$ cat src/rtl/conv_pkg.sv
// Types and default sizes shared by the convolution datapath blocks.
package conv_pkg;

  localparam int unsigned MUL_W   = 16;
  localparam int unsigned ACC_W   = 32;
  localparam int unsigned PE_ROWS = 4;

  typedef enum logic [1:0] {IDLE, ACC, DRAIN, OUT} acc_state_e;

endpackage

$ cat src/rtl/pe_col_adder_tree.sv
// Combinational sum of the NUM_PE product lanes of one PE column.
module pe_col_adder_tree #(
  parameter int unsigned NUM_PE = 4,
  parameter int unsigned MUL_W  = 16,
  parameter int unsigned SUM_W  = MUL_W + $clog2(NUM_PE)
) (
  input  logic [NUM_PE*MUL_W-1:0] i_prod,
  output logic [SUM_W-1:0]        o_sum
);

  // Sum is wide enough that it cannot overflow for NUM_PE full-scale lanes
  always_comb begin
    o_sum = '0;
    for (int i = 0; i < NUM_PE; i++) begin
      o_sum = o_sum + SUM_W'(i_prod[i*MUL_W +: MUL_W]);
    end
  end

endmodule

$ cat src/rtl/pe_col_accumulator.sv
// Sums one PE column per beat and accumulates acc_len beats into a psum on a valid/ready port.
module pe_col_accumulator #(
  parameter int unsigned NUM_PE = conv_pkg::PE_ROWS,
  parameter int unsigned MUL_W  = conv_pkg::MUL_W,
  parameter int unsigned ACC_W  = conv_pkg::ACC_W
) (
  input  logic                    clk,
  input  logic                    rst_n,
  input  logic                    start,
  input  logic [15:0]             acc_len,
  input  logic                    prod_valid,
  input  logic [NUM_PE*MUL_W-1:0] prod_in,
  output logic                    in_ready,
  output logic                    psum_valid,
  input  logic                    psum_ready,
  output logic [ACC_W-1:0]        psum_out,
  output logic                    busy,
  output logic                    done
);

  import conv_pkg::*;

  localparam int unsigned SUM_W = MUL_W + $clog2(NUM_PE);

  acc_state_e         r_state;
  acc_state_e         w_state_next;
  logic [15:0]        r_len;
  logic [15:0]        r_cnt;
  logic [SUM_W-1:0]   r_col_sum;
  logic               r_col_v;
  logic [ACC_W-1:0]   r_acc;
  logic [SUM_W-1:0]   w_tree_sum;
  logic               w_accept;
  logic               w_last;
  logic               w_arm;

  pe_col_adder_tree #(
    .NUM_PE (NUM_PE),
    .MUL_W  (MUL_W),
    .SUM_W  (SUM_W)
  ) u_adder_tree (
    .i_prod (prod_in),
    .o_sum  (w_tree_sum)
  );

  assign w_accept = (r_state == ACC) && prod_valid;
  assign w_last   = w_accept && (r_cnt == r_len - 16'd1);
  assign w_arm    = (r_state == IDLE) && start;

  always_ff @(posedge clk or negedge rst_n) begin
    if (!rst_n) begin
      r_state <= IDLE;
    end else begin
      r_state <= w_state_next;
    end
  end

  always_comb begin
    w_state_next = r_state;
    unique case (r_state)
      IDLE:    if (start) w_state_next = (acc_len != 16'd0) ? ACC : OUT;
      ACC:     if (w_last) w_state_next = DRAIN;
      DRAIN:   w_state_next = OUT;
      OUT:     if (psum_ready) w_state_next = IDLE;
      default: w_state_next = IDLE;
    endcase
  end

  always_comb begin
    in_ready   = 1'b0;
    psum_valid = 1'b0;
    busy       = 1'b1;
    done       = 1'b0;
    unique case (r_state)
      IDLE:    busy = 1'b0;
      ACC:     in_ready = 1'b1;
      DRAIN:   ;
      OUT: begin
        psum_valid = 1'b1;
        done       = psum_ready;
      end
      default: ;
    endcase
  end

  // Two-stage datapath: column sum is registered, then folded into the accumulator
  always_ff @(posedge clk or negedge rst_n) begin
    if (!rst_n) begin
      r_len     <= '0;
      r_cnt     <= '0;
      r_col_sum <= '0;
      r_col_v   <= 1'b0;
      r_acc     <= '0;
    end else begin
      r_col_v <= w_accept;
      if (w_accept) begin
        r_col_sum <= w_tree_sum;
      end
      if (w_arm) begin
        r_len <= acc_len;
        r_cnt <= '0;
        r_acc <= '0;
      end else begin
        if (w_accept) begin
          r_cnt <= r_cnt + 16'd1;
        end
        if (r_col_v) begin
          r_acc <= r_acc + ACC_W'(r_col_sum);
        end
      end
    end
  end

  assign psum_out = r_acc;

endmodule

$ cat config.mk
export PLATFORM = sky130hd
export DESIGN_NAME = pe_col_accumulator
export DESIGN_NICKNAME = d
export VERILOG_FILES = /design/src/rtl/conv_pkg.sv /design/src/rtl/pe_col_adder_tree.sv /design/src/rtl/pe_col_accumulator.sv
export SDC_FILE = /design/constraint.sdc
export NUM_CORES = 1
export LEC_CHECK = 0
export BUFFER_PORTS_ARGS = -buffer_cell sky130_fd_sc_hd__buf_2
export CORE_UTILIZATION = 30
export CTS_CLUSTER_DIAMETER = 40
export DETAILED_ROUTE_END_ITERATION = 6
export PLACE_DENSITY = 0.58
export SLEW_MARGIN = 40
export SYNTH_ARGS = -nofsm -noshare
export SYNTH_HDL_FRONTEND = slang
export SYNTH_SLANG_ARGS = --single-unit
export TNS_END_PERCENT = 1
$ cat constraint.sdc
create_clock -name clk -period 2.7 [get_ports clk]
set_input_delay 0.27 -clock clk [delete_from_list [all_inputs] [get_ports clk]]
set_output_delay 0.27 -clock clk [all_outputs]
set_load 0.02 [all_outputs]
# Word-level counts from Yosys, hierarchy flattened
# Index checks and enable logic that the tools add are counted.
[totals]
latchBits = 0
ff_bits = 85
output_inout_bits = 36
memories = 0
rom_bits = 0
ramBits = 0
elab_cells = 40
[op_classes]
bitwise_logic = 0
n_reduce_logical = 8
mux = 13
n_eq_ne = 7
n_lt_le_gt_ge = 0
shifts = 0
mul = 0
n_div = 0
addsub = 6
[op_table]
columns = ["operator", "n"]
rows = [
  ["32-bit 2-to-1 mux", 2],
  ["18-bit by 16-bit adder with 18-bit output", 2],
  ["32-bit by 18-bit adder with 32-bit output", 1],
  ["16-bit 2-to-1 mux", 2],
  ["16-bit by 16-bit adder with 17-bit output", 1],
  ["16-bit by 1-bit adder with 16-bit output (second input constant)", 1],
  ["16-bit equality test", 1],
  ["16-bit nonzero test", 1],
  ["16-bit by 1-bit subtractor with 16-bit output (second input constant)", 1],
  ["2-bit 2-to-1 mux", 4],
  ["2-bit one-hot mux with 4 select lines", 1],
  ["2-bit != test (second input constant)", 3],
  ["2-bit equality test (second input constant)", 2],
  ["1-bit 2-to-1 mux", 4],
  ["2-bit nonzero test", 2],
  ["1-bit logical AND", 3],
  ["3-bit AND reduction", 1],
  ["2-bit by 1-bit equality test with 1-bit output (second input constant)", 1],
  ["2-bit zero test", 1],
]

# Logic depth before layout (Yosys ltp)
# Gate-level depths: netlist of the first run.
[depth]
ltp_word = 5
depth_mapped = 20
ltp_nobuf = 20

# By module
# From an unflattened synthesis of the first run, not the netlist that was laid out.
[unflattened]
hier_cells = 839
area_unflattened_um2 = 7056.8
[modules_own_cells]
columns = ["mod", "area_each_um2", "cells_per_inst", "instances"]
rows = [
  ["pe_col_accumulator", 5297.6, 620, 1],
  ["pe_col_adder_tree", 1759.2, 219, 1],
]

# Least setup slack after synthesis of the first run
# OpenSTA, ideal clock, no wires.
[synth_path]
path_kind = "input to register"
from = "input port prod_in[0]"
to = "register r_col_sum[15]"
setup_time_ns = 0.120
arrival_ns = 3.801
cell_stages = 18
n_path_buf = 0
setup_slack_ns = -1.221
path_cell_list = "ha_1 > inv_1 > fa_1 > nor2b_1 > o21a_1 > o21ai_0 > nand2b_1 > a21o_1 > a21boi_0 > xor2_1 > fa_1 > inv_1 > ha_1 > a2111o_1 > o211ai_1 > a21oi_1 > or3_1 > a31o_2"
[synth_via]
elab_chain_cells = 3
[synth_lines]
columns = ["item", "line_no", "source"]
rows = [
  ["start, declared", "pe_col_accumulator.sv:12", "input logic [NUM_PE*MUL_W-1:0] prod_in,"],
  ["16-bit by 16-bit adder with 17-bit output", "pe_col_adder_tree.sv:15", "o_sum = o_sum + SUM_W'(i_prod[i*MUL_W +: MUL_W]);"],
  ["18-bit by 16-bit adder with 18-bit output (2 in a row)", "pe_col_adder_tree.sv:15", ""],
  ["end signal, assigned", "pe_col_accumulator.sv:97", "r_col_sum <= w_tree_sum;"],
  ["end, declared", "pe_col_accumulator.sv:29", "logic [SUM_W-1:0] r_col_sum;"],
]
# No other way between the ends.
# A chain may end at the register's enable or synchronous reset.

# Final worst setup path of the first run
# Same ends and word-level chain as after synthesis.

==> key figures, run 1 <==
Worst setup path
  • Crit start category: input pin
  • Peak fanout along the critical path: 2
  • Critical Path AT: 3.80 ns
  • Reg2Reg Depth: 9
  • WS Path Type: in -> reg
  • Ordered cell list for the critical path: buf_6 > ha_4 > inv_2 > fa_2 > nor2b_1 > o21a_1 > o21ai_2 > nand2b_1 > a21o_1 > a21boi_2 > xor2_1 > fa_1 > inv_2 > ha_4 > a2111o_1 > o211ai_1 > a21oi_1 > or3_1 > a31o_2
  • Worst r2r src: r_len[1]
  • Setup slack, reg-to-reg: 0.14 ns
  • CP delay by family, top: compound AO/OA/AOI/OAI gates
  • Worst endpoint required time: 2.95 ns
  • CP peak stage delay: ~0.45 ns
  • CP Capture Type: register
  • CP Buf/Inv Count: 3
  • Worst R2R End: r_state[0]
  • Critical Path Slowest Stage Cell: fa_1

Logic synthesis
  • Synth Flop Type: dfrtp_1
  • Synth Register Bits: between 80 and 90
  • Synth Warn #: 0
  • Post-synthesis async set-or-reset flop share: 100%
  • Post-Syn Nets: 994
  • Netlist cell types: 58
  • Post-Syn Instances: 833
  • Synthesized area: 0.00693 mm2
  • Sequential-to-total area share from yosys stat: 30.7%
  • Syn_area_per_cell: 8.31 um2
  • Post-synth EDFFs: 0

Routing
  • Final WL: 17,300 um
  • Via density: 4.77
  • Final antenna-violating net count: 0
  • Routed vias: 6,296
  • Routed length per placed instance: about 13 um
  • Pre-Repair DR Iteration Count: 7
  • Iter 0 DRT Violations: 284
  • DRC Markers: 0

Layout
  • Layout Nets: 1,190
  • Sequential cell area: 0.00213 mm2
  • Area grow syn2layout: 28.9%
  • Fin cells: 1,319
  • # fillers: around 2,300
  • Fin util: 39.4%
  • Area of the multi-input gates: 0.00455 mm2
  • Diodes inserted: 0
  • Layout cells sized above 1: 24.6%

Floorplanning
  • Die height: approximately 150 um
  • Std-Cell Rows: 55
  • Initial core utilization: 30.6%
  • Die width: 154 um
  • # IOs: 121
  • Die ar.: ~0.024 mm2
  • Core box area: about 0.023 mm2

Run status
  • Status: finished with violations
  • Violated checks: setup timing

Power and ir drop
  • Power Density: 893 mW/mm2
  • Clk network pwr share: between 10% and 20%
  • Cell leakage power: 4.41 nW
  • Part of the power in combinational logic: 58.4%
  • Peak VDD IR: 327 uV
  • Flop pwr share: 25.5%
  • Sw Share: 43.6%
  • Int Pwr: 4.50 mW
  • Switching power: around 3.5 mW

Global routing
  • Vias in the first global route: between 6,000 and 7,000
  • Gr usage total: 15.2%
  • Initial antenna violation count: 0
  • GR Overflow Total: 0
  • First-pass GRT wire length: 29,400 um
  • Largest net degree at the start of global routing: 44

STA
  • TNS Setup: -6.34 ns
  • Period utilisation layout: 132%
  • Worst rel slew slack: ~58%
  • Unrepaired setup endpoints after global routing: true
  • Final setup viols: 12
  • Fmax: ~280 MHz
  • Post-route setup slack: -0.853 ns
  • Max Slew Vio Count: 0
  • Worst Tran Pin Value: just over 0.6 ns
  • Layout Skew: 0.00945 ns
  • Hold Fails Final Rpt: 0
  • Final worst path period need: 3.55 ns

Clock tree
  • Clock slew at reported path FFs: approximately 0.070 ns
  • Worst-skew pair later-pin latency: about 0.35 ns
  • TritonCTS Sinks: 85
  • CTS root buf: clkbuf_16
  • CTS max path bufs: 2
  • H-tree levels: 3
  • CTS buffer count: 9
  • CTS tree: yes
  • Setup bufs post-CTS: 0

Place
  • Placed Instances: 1,302
  • Post-DP HPWL: 13,700 um
  • PortBufs: 120
  • Placer Congestion: roughly 0.89

Min path
  • WHS Path Cells: 3
  • HP Class: in -> reg
  • Hold EP: r_len[7]
  • Hold Startpoint: acc_len[7]

Job
  • Max_cap viols: 0
## metal layers
metal,track usage (%),vias up,share of wire [%]
li1,-,3274,-
met1,19.0,2877,48
met2,26.3,128,47
met3,2.96,17,4.1
met4,4.95,0,1.8
met5,0,-,0
## sequential cells by signal, indices dropped and copies added, names as in the netlist
name	count
psum_out	32
r_cnt	16
r_col_sum	18
r_col_v	1
r_len	16
r_state	2
## power by group through the flow
stage	Clock [mW]	Combinational, mW	Sequential (mW)
global placement	0	4.53	2.03
detailed placement	0	4.58	2.04
CTS	1.32	4.64	2.03
finish	1.28	4.66	2.03
global route	1.37	5.29	2.09
floorplan	0	3.00	2.09
## worst register-to-register path, stage by stage, from the launching register on
cell and delay, ns:
dfrtp_1 0.38, inv_1 0.10, ha_4 0.16, or4b_4 0.51
nand4bb_4 0.27, mux2i_1 0.14, mux2i_1 0.17, o2111ai_1 0.16
o32ai_2 0.36, mux2i_1 0.23
## worst max-delay path by stage
stage / slack, ns / start / cells past startpoint / to
final: -0.85 / prod_in[0] / 19 / r_col_sum[15]
after global routing: -1.03 / prod_in[0] / 19 / r_col_sum[15]
after CTS: -0.84 / prod_in[0] / 19 / r_col_sum[15]
after detailed placement: -1.34 / prod_in[0] / 19 / r_col_sum[15]
after global placement: -1.28 / prod_in[1] / 17 / r_col_sum[16]
after floorplan: -0.96 / prod_in[0] / 18 / r_col_sum[15]
## per-stage QoR
stage | power, mW | area (um2) | hold slack (ns) | setup slack, ns
6_report | 7.97 | 8930 | 0.118 | -0.853
2_1_floorplan | 5.09 | 6970 | -0.0256 | -0.965
5_1_grt | 8.74 | 8930 | 0.134 | -1.03
3_5_place_dp | 6.62 | 8510 | 0.319 | -1.34
3_3_place_gp | 6.57 | 8510 | 0.313 | -1.28
4_1_cts | 8.00 | 8880 | 0.115 | -0.844
## repair_timing
| item | CTS | global route |
|---|---|---|
| hold buffers | 1 | 0 |
| hold endpoints to repair | 42 | 0 |
| pin swaps | 14 | 7 |
| endpoints found under the setup margin | 14 | 26 |
| resized for setup | 14 | 18 |
| cloned | 0 | 0 |
## layout by cell type, fill, tap and decap left out, types with 8 or more instances in the layout
master and instances:
buf_2 117, a211oi_1 9, buf_4 85, nand4_1 11
and3_1 10, nand3_1 21, nor4_1 8, o21ai_0 62
xnor2_1 34, ha_1 53, o21a_1 9, a21oi_1 48
inv_1 76, dfrtp_1 85, nor2b_1 8, or3_1 8
xor2_1 37, nor2_1 70, nand2b_1 11, nor3_1 16
clkbuf_16 9, a21o_1 11, nand2_1 103, mux2i_1 10
fa_1 18, o21ai_1 10
## synthesized netlist by cell type (16+ instances only)
cell      number  area, um2
ha_1          57        713
nor2_1        70        263
inv_1         79        297
xnor2_1       34        298
nand2_1      103        387
clkbuf_1      18       67.6
dfrtp_1       85       2130
a21oi_1       52        260
fa_1          19        380
nand3_1       21        105
o21ai_0       73        365
xor2_1        37        324
nor3_1        16       80.1
## cells by family after synthesis
family                   Yosys count  synth area share (%)
AO/OA/AOI/OAI                    195                  17.1
XOR/XNOR                          71                  8.98
adder cells (fa/ha/maj)           76                  15.8
buffers and inverters            102                  5.56
flip-flops                        85                  30.7
multiplexers                      10                  1.45
AND/OR/NAND/NOR                  294                  20.4
## area by class of cell
class | instances | area share [%]
Timing Repair Buffer | 207 | 14.5
Clock inverter | 6 | 0.813
Sequential cell | 85 | 23.8
Multi-Input combinational cell | 646 | 50.9
Inverter | 80 | 3.36
Clock buffer | 10 | 2.56
Tap cell | 285 | 3.99
Power figures use the tool's default switching activity.
==> run 2, diff against run 1 <==
SYNTH_HIERARCHICAL = 1   (was default)
clock period = 3 ns   (was 2.7 ns; I/O delays follow)
==> key figures, run 2 <==
Clock tree
  • H-tree levels: 3
  • TritonCTS Sinks: 85
  • CTS buffer count: 9
  • CTS max path bufs: 2
  • Setup bufs post-CTS: 0
  • Worst-skew pair later-pin latency: 0.35 ns
  • CTS tree: yes
  • Clock slew at reported path FFs: 0.06 ns
  • CTS root buf: clkbuf_16

Place
  • Post-DP HPWL: 13,200 um
  • PortBufs: 120
  • Placer Congestion: 0.827
  • Cell area after placement: 0.00826 mm2
  • Placed Instances: 1,285
  • Worst slack, placed: -0.190 ns

Min path
  • HP Class: in -> reg

Logic synthesis
  • Synth Warn #: 6
  • Post-Syn Nets: about 1,000
  • Count leader, synth: nand2_1
  • Netlist cell types: 75
  • Yosys top cell area share: 30.1%
  • Cell accounting for the most synthesized area: dfrtp_1
  • Post-synth EDFFs: 0
  • Synth Register Bits: 85
  • Post-Syn Instances: between 800 and 900
  • Post-synthesis async set-or-reset flop share: 100%
  • Synthesized area: around 0.007 mm2
  • Synth cell count leaders: 147 x nand2_1, 106 x inv_1, 85 x dfrtp_1
  • Sequential-to-total area share from yosys stat: 30.1%
  • Syn_area_per_cell: 8.41 um2
  • Ranking of synthesized cells by area: dfrtp_1 30%, fa_1 9.4%, nand2_1 7.8%
  • Synth Flop Type: dfrtp_1

Routing
  • Routed length per placed instance: 12.8 um
  • Final WL: 16,700 um
  • DRC Markers: 0
  • Pre-Repair DR Iteration Count: 4
  • Via density: between 4 and 5
  • Iter 0 DRT Violations: 269
  • Routed vias: 6,042
  • Final antenna-violating net count: 0

STA
  • Min Hold Slack: 0.154 ns
  • Post-route setup slack: 0.198 ns
  • Layout Skew: 0.00997 ns
  • Fmax: 357 MHz
  • Hold Fails Final Rpt: 0
  • Unrepaired setup endpoints after global routing: false
  • Max Slew Vio Count: 0
  • TNS Setup: 0 ns
  • Final worst path period need: around 2.8 ns
  • Period utilisation layout: between 90 and 100%
  • Final setup viols: 0
  • Worst rel slew slack: between 60% and 70%
  • Worst Tran Pin Value: 0.554 ns

Power and ir drop
  • Power Density: slightly above 800 mW/mm2
  • Cell leakage power: 4.47 nW
  • Total power: 7.08 mW
  • Part of the power in combinational logic: between 50% and 60%
  • Clk network pwr share: 16.2%
  • Flop pwr share: a little over a quarter
  • Peak VDD IR: 330 uV
  • Int Pwr: 3.90 mW
  • Switching power: between 3 and 4 mW
  • Sw Share: 44.9%

Floorplanning
  • Die height: around 160 um
  • Die ar.: 0.0241 mm2
  • Initial core utilization: 30.9%
  • # IOs: between 100 and 150
  • Std-Cell Rows: 55
  • Die width: 155 um
  • Core box area: 0.0228 mm2

Worst setup path
  • Reg2Reg Depth: 10
  • Worst Setup EP: r_col_sum[17]
  • Worst r2r src: psum_out[0]
  • Crit start category: input pin
  • Worst R2R End: psum_out[16]
  • WS Path Type: in -> reg
  • Crit path from: prod_in[1]
  • Setup slack, reg-to-reg: ~0.23 ns
  • Critical Path AT: about 3 ns
  • CP Capture Type: register
  • Worst endpoint required time: 3.25 ns
  • Peak fanout along the critical path: 4

Global routing
  • Initial antenna violation count: 0
  • GR Overflow Total: 0
  • Largest net degree at the start of global routing: 40
  • Vias in the first global route: 5,994
  • First-pass GRT wire length: 28,800 um
  • Gr usage total: ~15%

Layout
  • Fin util: 37.5%
  • Diodes inserted: 0
  • Area grow syn2layout: 21.5%
  • Final instance area: 0.00857 mm2
  • Layout Nets: 1,144
  • Most frequent cells in the layout: 146 x nand2_1, 119 x buf_2, 106 x inv_1, 85 x dfrtp_1, 49 x nor2_1
  • Layout cells sized above 1: 20.2%
  • Most common cell after layout, fill and taps aside: nand2_1
  • Max reg flops: 32
  • Fin cells: 1,302

Job
  • Max_cap viols: 0

Run status
  • Status: finished clean
run 2: cell types whose count changed after synthesis, sizes merged, moves of 14 or more:
cell / change
xor2: -15
o21ai: -46
nor2: -21
a21oi: -14
ha: -15
nand2: +44
fa: +14
inv: +28
run 2: final cells by class:
type	count	area (um2)
clock inverter	7	75.1
timing repair buffer	163	928
fill	2425	14300
clock buffer	9	225
multi-input combinational	617	4420
sequential	85	2130
inverter	108	405
tap	313	392
run 2: how the worst min path moves through the flow:
stage	from	to	slack, ns	cells after the start
detailed placement	rst_n	r_state[0]	0.32	1
global placement	rst_n	r_state[0]	0.31	1
floorplan	rst_n	psum_out[0]	0.004	0
CTS	acc_len[11]	r_len[11]	0.15	3
finish	acc_len[11]	r_len[11]	0.15	3
global route	acc_len[9]	r_len[9]	0.17	3
run 2: layer usage:
metal | vias up | wire (um) | GRT usage (%)
met3 | 19 | 753 | 2.42
met5 | - | 0 | 0
li1 | 3138 | - | -
met2 | 126 | 7660 | 24.9
met4 | 0 | 257 | 4.81
met1 | 2759 | 8040 | 19.1
run 2: cells by family (layout without fill, tap and decap cells):
logic type               count (synthesis)  count (layout)  share of synthesized area, %
adder cells (fa/ha/maj)                 75              75                          16.8
buffers and inverters                  137             287                          7.48
flip-flops                              85              85                          30.1
XOR/XNOR                                49              49                          6.08
AO/OA/AOI/OAI                          161             161                          15.8
multiplexers                            17              17                          2.41
AND/OR/NAND/NOR                        315             315                          21.3
run 2: power groups by stage:
| stage | clock (mW) | combinational, mW | sequential [mW] |
|---|---|---|---|
| final | 1.15 | 4.06 | 1.87 |
| after global routing | 1.22 | 4.61 | 1.92 |
| after CTS | 1.18 | 4.10 | 1.87 |
| after detailed placement | 0 | 4.08 | 1.88 |
| after global placement | 0 | 4.04 | 1.88 |
| after floorplan | 0 | 2.88 | 1.89 |
run 2: worst max-delay path: stages:
cell,delay (ns)
buf_2,0.07
inv_1,0.04
fa_1,0.52
inv_1,0.05
fa_1,0.45
ha_2,0.22
fa_2,0.34
a21o_1,0.20
a221oi_4,0.35
o21ai_2,0.12
a211oi_1,0.21
nor2_1,0.07
nand2_1,0.05
nand2_1,0.04
run 2: timing repair:
item                       4_1_cts  5_1_grt
hold endpoints to repair        37        0
setup endpoints to repair        0        0
resized for setup                0        0
hold buffers                     1        0
